<file path="src/rtl/sdram_pkg.sv">
// Shared SDRAM definitions: address field layout, write-path FSM encodings
// and the command constants the engine drives onto the bus.
package sdram_pkg;

  localparam int BANK_W     = 2;
  localparam int ROW_W      = 13;
  localparam int COL_W      = 9;
  localparam int ADDR_W     = BANK_W + ROW_W + COL_W;
  localparam int MAX_COLUMN = 512;

  // One-hot write-request FSM states
  localparam logic [3:0] ST_IDLE  = 4'b0001;
  localparam logic [3:0] ST_REQ   = 4'b0010;
  localparam logic [3:0] ST_BURST = 4'b0100;
  localparam logic [3:0] ST_CHECK = 4'b1000;

  // {cs_n, ras_n, cas_n, we_n}
  localparam logic [3:0] CMD_INHIBIT   = 4'b1111;
  localparam logic [3:0] CMD_NOP       = 4'b0111;
  localparam logic [3:0] CMD_ACTIVE    = 4'b0011;
  localparam logic [3:0] CMD_READ      = 4'b0101;
  localparam logic [3:0] CMD_WRITE     = 4'b0100;
  localparam logic [3:0] CMD_BURST_TRM = 4'b0110;
  localparam logic [3:0] CMD_PRECHARGE = 4'b0010;
  localparam logic [3:0] CMD_AUTO_REF  = 4'b0001;
  localparam logic [3:0] CMD_LOAD_MODE = 4'b0000;

  function automatic logic [COL_W-1:0] addr_col(input logic [ADDR_W-1:0] a);
    return a[COL_W-1:0];
  endfunction

  function automatic logic [ROW_W-1:0] addr_row(input logic [ADDR_W-1:0] a);
    return a[COL_W +: ROW_W];
  endfunction

  function automatic logic [BANK_W-1:0] addr_bank(input logic [ADDR_W-1:0] a);
    return a[ADDR_W-1 -: BANK_W];
  endfunction

endpackage

</file>
<file path="src/rtl/sdram_wfifo_burst_ctrl.sv">
// Write-side burst controller: waits for a full burst in the user FIFO, issues
// one write request, streams FIFO words on each engine ack, re-issues truncated tails.
//
// state | meaning
// IDLE  | waiting for FIFO level >= burst length
// REQ   | wr_en held until the engine takes the first word
// BURST | streaming words on wr_ack until wr_end
// CHECK | re-issue remainder after truncation, or advance/wrap and finish
module sdram_wfifo_burst_ctrl
  import sdram_pkg::*;
#(
  parameter logic [23:0] WR_BASE_ADDR = 24'd0,
  parameter logic [23:0] WR_END_ADDR  = 24'd1024,
  parameter logic [9:0]  WR_BURST_LEN = 10'd64
) (
  input  logic        clk,
  input  logic        rst_n,
  input  logic        addr_rst,
  input  logic [9:0]  wfifo_usedw,
  input  logic [15:0] wfifo_q,
  output logic        wfifo_rd_en,
  output logic        wr_en,
  output logic [23:0] wr_addr,
  output logic [9:0]  wr_burst_len,
  output logic [15:0] wr_data,
  input  logic        wr_ack,
  input  logic        wr_end,
  output logic        busy
);

  logic [3:0]  state_q, state_d;
  logic [23:0] wr_addr_q, wr_addr_d;
  logic [9:0]  wr_burst_len_q, wr_burst_len_d;
  logic [23:0] cur_addr_q, cur_addr_d;
  logic [9:0]  ack_cnt_q, ack_cnt_d;
  logic        busy_q, busy_d;
  logic        rst_pend_q, rst_pend_d;
  logic [9:0]  rem;
  logic        in_xfer;

  assign rem     = wr_burst_len_q - ack_cnt_q;
  assign in_xfer = (state_q == ST_REQ) || (state_q == ST_BURST);

  always_comb begin
    state_d        = state_q;
    wr_addr_d      = wr_addr_q;
    wr_burst_len_d = wr_burst_len_q;
    cur_addr_d     = cur_addr_q;
    ack_cnt_d      = ack_cnt_q;
    busy_d         = busy_q;
    rst_pend_d     = rst_pend_q;

    case (state_q)
      ST_IDLE: begin
        if (addr_rst) begin
          cur_addr_d = WR_BASE_ADDR;
          wr_addr_d  = WR_BASE_ADDR;
          rst_pend_d = 1'b0;
        end
        if (wfifo_usedw >= WR_BURST_LEN) begin
          state_d        = ST_REQ;
          wr_addr_d      = addr_rst ? WR_BASE_ADDR : cur_addr_q;
          wr_burst_len_d = WR_BURST_LEN;
          ack_cnt_d      = '0;
          busy_d         = 1'b1;
        end
      end

      ST_REQ, ST_BURST: begin
        if (addr_rst) rst_pend_d = 1'b1;
        if (wr_ack) begin
          ack_cnt_d  = ack_cnt_q + 10'd1;
          cur_addr_d = cur_addr_q + 24'd1;
          state_d    = ST_BURST;
        end
        // An early wr_end (even with no ack) still goes through CHECK so the
        // unserved remainder is re-requested.
        if (wr_end) state_d = ST_CHECK;
      end

      ST_CHECK: begin
        if (rem != 10'd0) begin
          if (addr_rst) rst_pend_d = 1'b1;
          wr_addr_d      = cur_addr_q;
          wr_burst_len_d = rem;
          ack_cnt_d      = '0;
          state_d        = ST_REQ;
        end else begin
          if (rst_pend_q || addr_rst) begin
            cur_addr_d = WR_BASE_ADDR;
            rst_pend_d = 1'b0;
          end else if (cur_addr_q >= WR_END_ADDR) begin
            cur_addr_d = WR_BASE_ADDR;
          end
          busy_d  = 1'b0;
          state_d = ST_IDLE;
        end
      end

      default: begin
        state_d = ST_IDLE;
        busy_d  = 1'b0;
      end
    endcase
  end

  always_ff @(posedge clk or negedge rst_n) begin
    if (!rst_n) begin
      state_q        <= ST_IDLE;
      wr_addr_q      <= WR_BASE_ADDR;
      wr_burst_len_q <= WR_BURST_LEN;
      cur_addr_q     <= WR_BASE_ADDR;
      ack_cnt_q      <= '0;
      busy_q         <= 1'b0;
      rst_pend_q     <= 1'b0;
    end else begin
      state_q        <= state_d;
      wr_addr_q      <= wr_addr_d;
      wr_burst_len_q <= wr_burst_len_d;
      cur_addr_q     <= cur_addr_d;
      ack_cnt_q      <= ack_cnt_d;
      busy_q         <= busy_d;
      rst_pend_q     <= rst_pend_d;
    end
  end

  // FIFO is in normal (non-showahead) mode, so the word lands on wfifo_q one
  // cycle after the ack, lining up with the engine's registered data enable.
  assign wfifo_rd_en  = wr_ack && in_xfer;
  assign wr_en        = (state_q == ST_REQ);
  assign wr_addr      = wr_addr_q;
  assign wr_burst_len = wr_burst_len_q;
  assign wr_data      = wfifo_q;
  assign busy         = busy_q;

endmodule

</file>
<file path="config.mk">
export PLATFORM = sky130hd
export DESIGN_NAME = sdram_wfifo_burst_ctrl
export DESIGN_NICKNAME = d
export VERILOG_FILES = /design/src/rtl/sdram_pkg.sv /design/src/rtl/sdram_wfifo_burst_ctrl.sv
export SDC_FILE = /design/constraint.sdc
export NUM_CORES = 1
export LEC_CHECK = 0
export CAP_MARGIN = 20
export CORE_MARGIN = 2
export CORE_UTILIZATION = 48
export CTS_CLUSTER_DIAMETER = 120
export DETAILED_ROUTE_END_ITERATION = 16
export HOLD_SLACK_MARGIN = 0.03
export PLACE_DENSITY = 0.75
export SYNTH_ARGS = -nofsm -noshare
export SYNTH_HDL_FRONTEND = slang
export SYNTH_SLANG_ARGS = --single-unit
</file>
<file path="constraint.sdc">
create_clock -name clk -period 4.2 [get_ports clk]
set_clock_uncertainty 0.15 [all_clocks]
set_input_delay 0.84 -clock clk [delete_from_list [all_inputs] [get_ports clk]]
set_output_delay 0.84 -clock clk [all_outputs]
set_load 0.01 [all_outputs]
</file>
* After elaboration in Yosys (flattened, before gate mapping)
Cells that the tools add are included. Widths: inputs -> output; s select.
Storage, ports and cells: memories kept 0, RAM bits 0, logic and storage cells 70, register bits after elaboration 74, ROM bits 0, output and inout bits 53, input port bits 31, bits in latches 0
Operators by class: eq/ne operators 13, shifts and indexed selects 0, reductions and logical operators 14, magnitude comparators 2, multiplexer cells 30, $add $sub $neg 3, bitwise gates (word level) 1, div/mod/pow operators 0, multiply operators 0
Operator list (number):
- $mux 24 | 8
- $pmux 24 s3 | 1
- $mux 10 | 5
- $pmux 24 s2 | 1
- $pmux 10 s3 | 1
- $add 24x1->24 const B | 1
- $ge 24x11->1 const B | 1
- $pmux 10 s2 | 1
- $mux 4 | 3
- $ne 3x3->1 const B | 4
- $pmux 4 s3 | 1
- $reduce_and 3->1 | 4
- $add 10x1->10 const B | 1
- $ge 10x7->1 const B | 1
- $ne 2x2->1 const B | 5
- $reduce_bool 10->1 | 1
- $sub 10x10->10 | 1
- $reduce_and 4->1 | 2
- $mux 1 | 6
- $pmux 1 s3 | 2
- $eq 4x1->1 const B | 1
- $eq 4x2->1 const B | 1
- $eq 4x3->1 const B | 1
- $eq 4x4->1 const B | 1
- other kinds (8) | 9

* Depth between registers and ports, before layout
depth after elaboration 5, depth in mapped cells 12

* Least setup slack after synthesis
No wires, ideal clock.
path type register to register, start point register wr_burst_len_q[0] (netlist: wr_burst_len[0]), end point register wr_addr_q[17] (netlist: wr_addr[17]), stages on the path, launching flop included 12, data arrival time 2.742 ns, path slack 1.187 ns, setup time 0.121 ns, required time 3.929 ns, path buffers 1, path through dfrtp_1 -> inv_1 -> ha_1 -> fa_1 -> nor2b_1 -> o21a_1 -> o21ai_0 -> a211o_2 -> xor2_1 -> a31oi_4 -> buf_6 -> a22o_1
Between the ends: cells in the longest elaborated chain, start to end 4
Ends and longest elaborated chain:
- start, declared | line sdram_wfifo_burst_ctrl.sv:33 | logic [9:0] wr_burst_len_q, wr_burst_len_d;
- start signal, assigned | line sdram_wfifo_burst_ctrl.sv:119 | wr_burst_len_q <= wr_burst_len_d;
- $sub 10x10->10 | line sdram_wfifo_burst_ctrl.sv:41 | assign rem = wr_burst_len_q - ack_cnt_q;
- $reduce_bool 10->1 | line sdram_wfifo_burst_ctrl.sv:82 | if (rem != 10'd0) begin
- $ne 2x2->1 (no line)
- $reduce_and 3->1 (no line)
- end signal, assigned | line sdram_wfifo_burst_ctrl.sv:118 | wr_addr_q <= wr_addr_d;
- end, declared | line sdram_wfifo_burst_ctrl.sv:32 | logic [23:0] wr_addr_q, wr_addr_d;
Every way passes these cells. A chain may end at the register's enable or synchronous reset.

* Worst setup path in the final report
start point register ack_cnt_q[4], end point register cur_addr_q[9]
Between the ends: cells in the longest elaborated chain, start to end 4
Ends and longest elaborated chain:
- start, declared | line sdram_wfifo_burst_ctrl.sv:35 | logic [9:0] ack_cnt_q, ack_cnt_d;
- start signal, assigned | line sdram_wfifo_burst_ctrl.sv:121 | ack_cnt_q <= ack_cnt_d;
- $sub 10x10->10 | line sdram_wfifo_burst_ctrl.sv:41
- $reduce_bool 10->1 | line sdram_wfifo_burst_ctrl.sv:82
- $ne 2x2->1 (no line)
- $reduce_and 4->1 (no line)
- end signal, assigned | line sdram_wfifo_burst_ctrl.sv:120 | cur_addr_q <= cur_addr_d;
- end, declared | line sdram_wfifo_burst_ctrl.sv:34 | logic [23:0] cur_addr_q, cur_addr_d;
Every way passes these cells.

==> out/summary.txt <==
Clock Tree Buf Depth: 2
TritonCTS clock tree: yes
post-synth top area share: 42.07%
Worst EP required: 4.23 ns
minimum clock period: 3.574 ns
post_cts resized: 0
HPWL after DPL: 6855 µm
Hold Crit Depth: 1
Multi-input gate area: 0.002087 mm²
Die Wd: 98.46 µm
Util after Layout: 55.62%
Nets: 519
initial antenna violation count: 0
Core ar.: 0.008678 mm²
Synth Flop Type: dfrtp_1
Syn Inst Count: 448
WL/cell: 17.11 µm
max-slew violations: 0
Vias per Instance: 6.049
Worst path top cell family by delay: compound AO/OA/AOI/OAI gates
CP Cell Sequence: inv_1 -> ha_1 -> a21o_2 -> a21o_1 -> or3_4 -> a2111oi_2 -> and4_1 -> a21o_2 -> a41oi_1
cell taking the most area after synthesis: dfrtp_1
vias in the first global route: 3473
Netlist cell types: 62
hold path endpoint: wr_addr[6]
reg2reg path depth: 9
register bit total from synthesis: 74
Post-synth EDFFs: 0
Hold-fix buffers, CTS: 0
fin crit share: 85.10%
Leak Pwr: 2.034 nW
peak per-stage delay on the critical path: 0.52 ns
CP endpoint kind: flip-flop
WL met2: 4782 µm
# diodes: 0
Initial Util: 49.35%
global route overflow: 0
largest cells by area after synthesis: dfrtp_1, a21oi_1, a22o_1
TritonCTS Buffers: 9
drt pass-1 iters: 5
DR WL met3: 437 µm
total of max-cap violations: 0
power per cell area: 570.2 mW/mm²
initial DRC count: 221
M1 WL: 4649 µm
slowest stage cell, crit path: a21o_2
Synth async-reset ratio: 100.0%
Worst R2R End: cur_addr_q[9]
sequential share of the synthesized area: 43.30%
Pwr Total: 2.752 mW
gpl congestion: 0.8999
Worst setup SP type: flip-flop
Setup violations, final: 0
Syn. warnings: 0
Worst slew margin: 36.54%
status: finished clean
Fmax: 279.8 MHz
HP Start: wr_addr[6]
H-tree Lvls: 3
die area: 0.009694 mm²
Post-Route Setup TNS: 0 ns
Port-buffer cells: 45
die height: 98.46 µm
placed cell areas: 0.004657 mm²
largest net degree at the start of global routing: 75
post-route ant nets: 0
cell mode on critical path: a21o_2
worst hold path class: reg2reg
Worst-Margin Slew: 0.9519 ns
IO Pins: 84
Total GRT Usage: 20.68%
reg2reg setup slack: 0.63 ns
unrepaired setup endpoints after global routing: false
Post-Syn Area: 0.004283 mm²
layout cells sized above 1: 9.186%
first-pass GRT wire length: 16400 µm
clock transition at the registers of the reported paths: 0.08 ns
# rows: 34
setup bufs post-CTS: 0
Avg Cell Area, Syn: 9.560 µm²
Peak VDD IR: 0.0003515 V
Final Hold Viols: 0
WL final: 10040 µm
Clock Tree Root: clkbuf_8
CP Data Arrival Time: 3.61 ns
clk_lat worst skew: 0.34 ns
FF/Latch Area: 0.001854 mm²
Max Used Layer: met4
Syn Nets: 493
final std cell area, no fill: 0.004827 mm²
clock sink total: 74
Crit Path Class: reg2reg
Critical Path Fanout Max: 21
Critical path buffers and inverters: 1
Area growth syn-to-layout: 12.71%
# fillers: 761
drt drc: 0
reg-to-reg startpoint: ack_cnt_q[4]
Vias: 3551
## Yosys cell counts, types with 5 or more instances
cell type / count
clkbuf_1: 10
and3_1: 8
nor2_1: 31
a41oi_1: 7
o21a_1: 5
inv_1: 21
and2_1: 5
buf_4: 17
o21ai_0: 17
a21oi_1: 38
or3_1: 8
nand4_1: 5
a22o_1: 20
o211ai_1: 10
a31oi_1: 12
nor3_1: 10
ha_1: 13
nand3_1: 22
o22ai_1: 6
nand2_1: 33
nor4_1: 5
dfrtp_1: 72
## power breakdown
part,total (mW),internal [mW],switching [mW]
clock network,0.498,0.216,0.282
registers,0.930,0.814,0.116
logic,1.32,0.516,0.808
## cell families (layout without fill, tap and decap cells)
family	Yosys count	count (layout)	share of synthesized area (%)
buffers and inverters	59	90	7.975
muxes	2	2	0.4674
AOI/OAI and AO/OA	144	144	24.42
adders and majority gates	14	14	4.265
DFF	74	74	43.30
xor gates and xnor gates	8	8	1.636
and+or+nand+nor	147	147	17.94
## registers in the layout (all words and copies together) (netlist names)
signal        count
rst_pend_q        1
wr_burst_len     10
busy              1
ack_cnt_q        10
wr_addr          24
state_q           4
cur_addr_q       24
## cell usage in the layout, fill, tap and decap left out, types with 3 or more instances in the layout
| cell type | count |
|---|---|
| dfrtp_1 | 72 |
| clkdlybuf4s50_1 | 44 |
| a21oi_1 | 38 |
| nand2_1 | 33 |
| nor2_1 | 31 |
| nand3_1 | 22 |
| inv_1 | 21 |
| a22o_1 | 20 |
| o21ai_0 | 17 |
| ha_1 | 13 |
| a31oi_1 | 12 |
| nor3_1 | 10 |
| o211ai_1 | 10 |
| clkbuf_8 | 9 |
| or3_1 | 8 |
| and3_1 | 8 |
| a41oi_1 | 7 |
| buf_4 | 7 |
| o22ai_1 | 6 |
| nor4_1 | 5 |
| o21a_1 | 5 |
| nand4_1 | 5 |
| and2_1 | 5 |
| xnor2_1 | 4 |
| nand3b_1 | 4 |
| xor2_1 | 4 |
| a22o_2 | 4 |
| a21o_2 | 3 |
| nand2b_1 | 3 |
| a2bb2oi_1 | 3 |
## cell type report
| type | count | share of cell area [%] |
|---|---|---|
| multi-input combinational | 315 | 43.23 |
| sequential | 74 | 38.41 |
| timing repair buffer | 52 | 10.32 |
| tap | 108 | 2.799 |
| clock buffer | 10 | 2.644 |
| inverter | 22 | 1.711 |
| clock inverter | 6 | 0.8813 |
## per-layer routing
metal / GRT usage (%) / vias to the layer above
met4: 8.535 / 0
met1: 28.23 / 1738
met5: 0 / -
met3: 3.191 / 16
li1: - / 1698
met2: 33.18 / 99
## through the flow
step / hold WS, ns / worst slack, ns / std cells
after floorplan: 0.3496 / 1.187 / 448
after global routing: 0.3763 / 0.4606 / 587
final: 0.3586 / 0.6259 / 587
after CTS: 0.3619 / 0.6386 / 587
after detailed placement: 0.3430 / 0.6521 / 571
after global placement: 0.3368 / 0.7400 / 571
## how the worst max path moves through the flow
| stage | from | endpoint | depth (start not counted) |
|---|---|---|---|
| 3_3_place_gp | ack_cnt_q[3] | cur_addr_q[14] | 9 |
| 6_report | ack_cnt_q[4] | cur_addr_q[9] | 9 |
| 5_1_grt | ack_cnt_q[3] | cur_addr_q[9] | 9 |
| 4_1_cts | ack_cnt_q[4] | cur_addr_q[9] | 9 |
| 2_1_floorplan | wr_burst_len[0] | wr_addr[17] | 11 |
| 3_5_place_dp | ack_cnt_q[4] | cur_addr_q[9] | 9 |
Note: power is estimated with default switching activity, not from simulation.
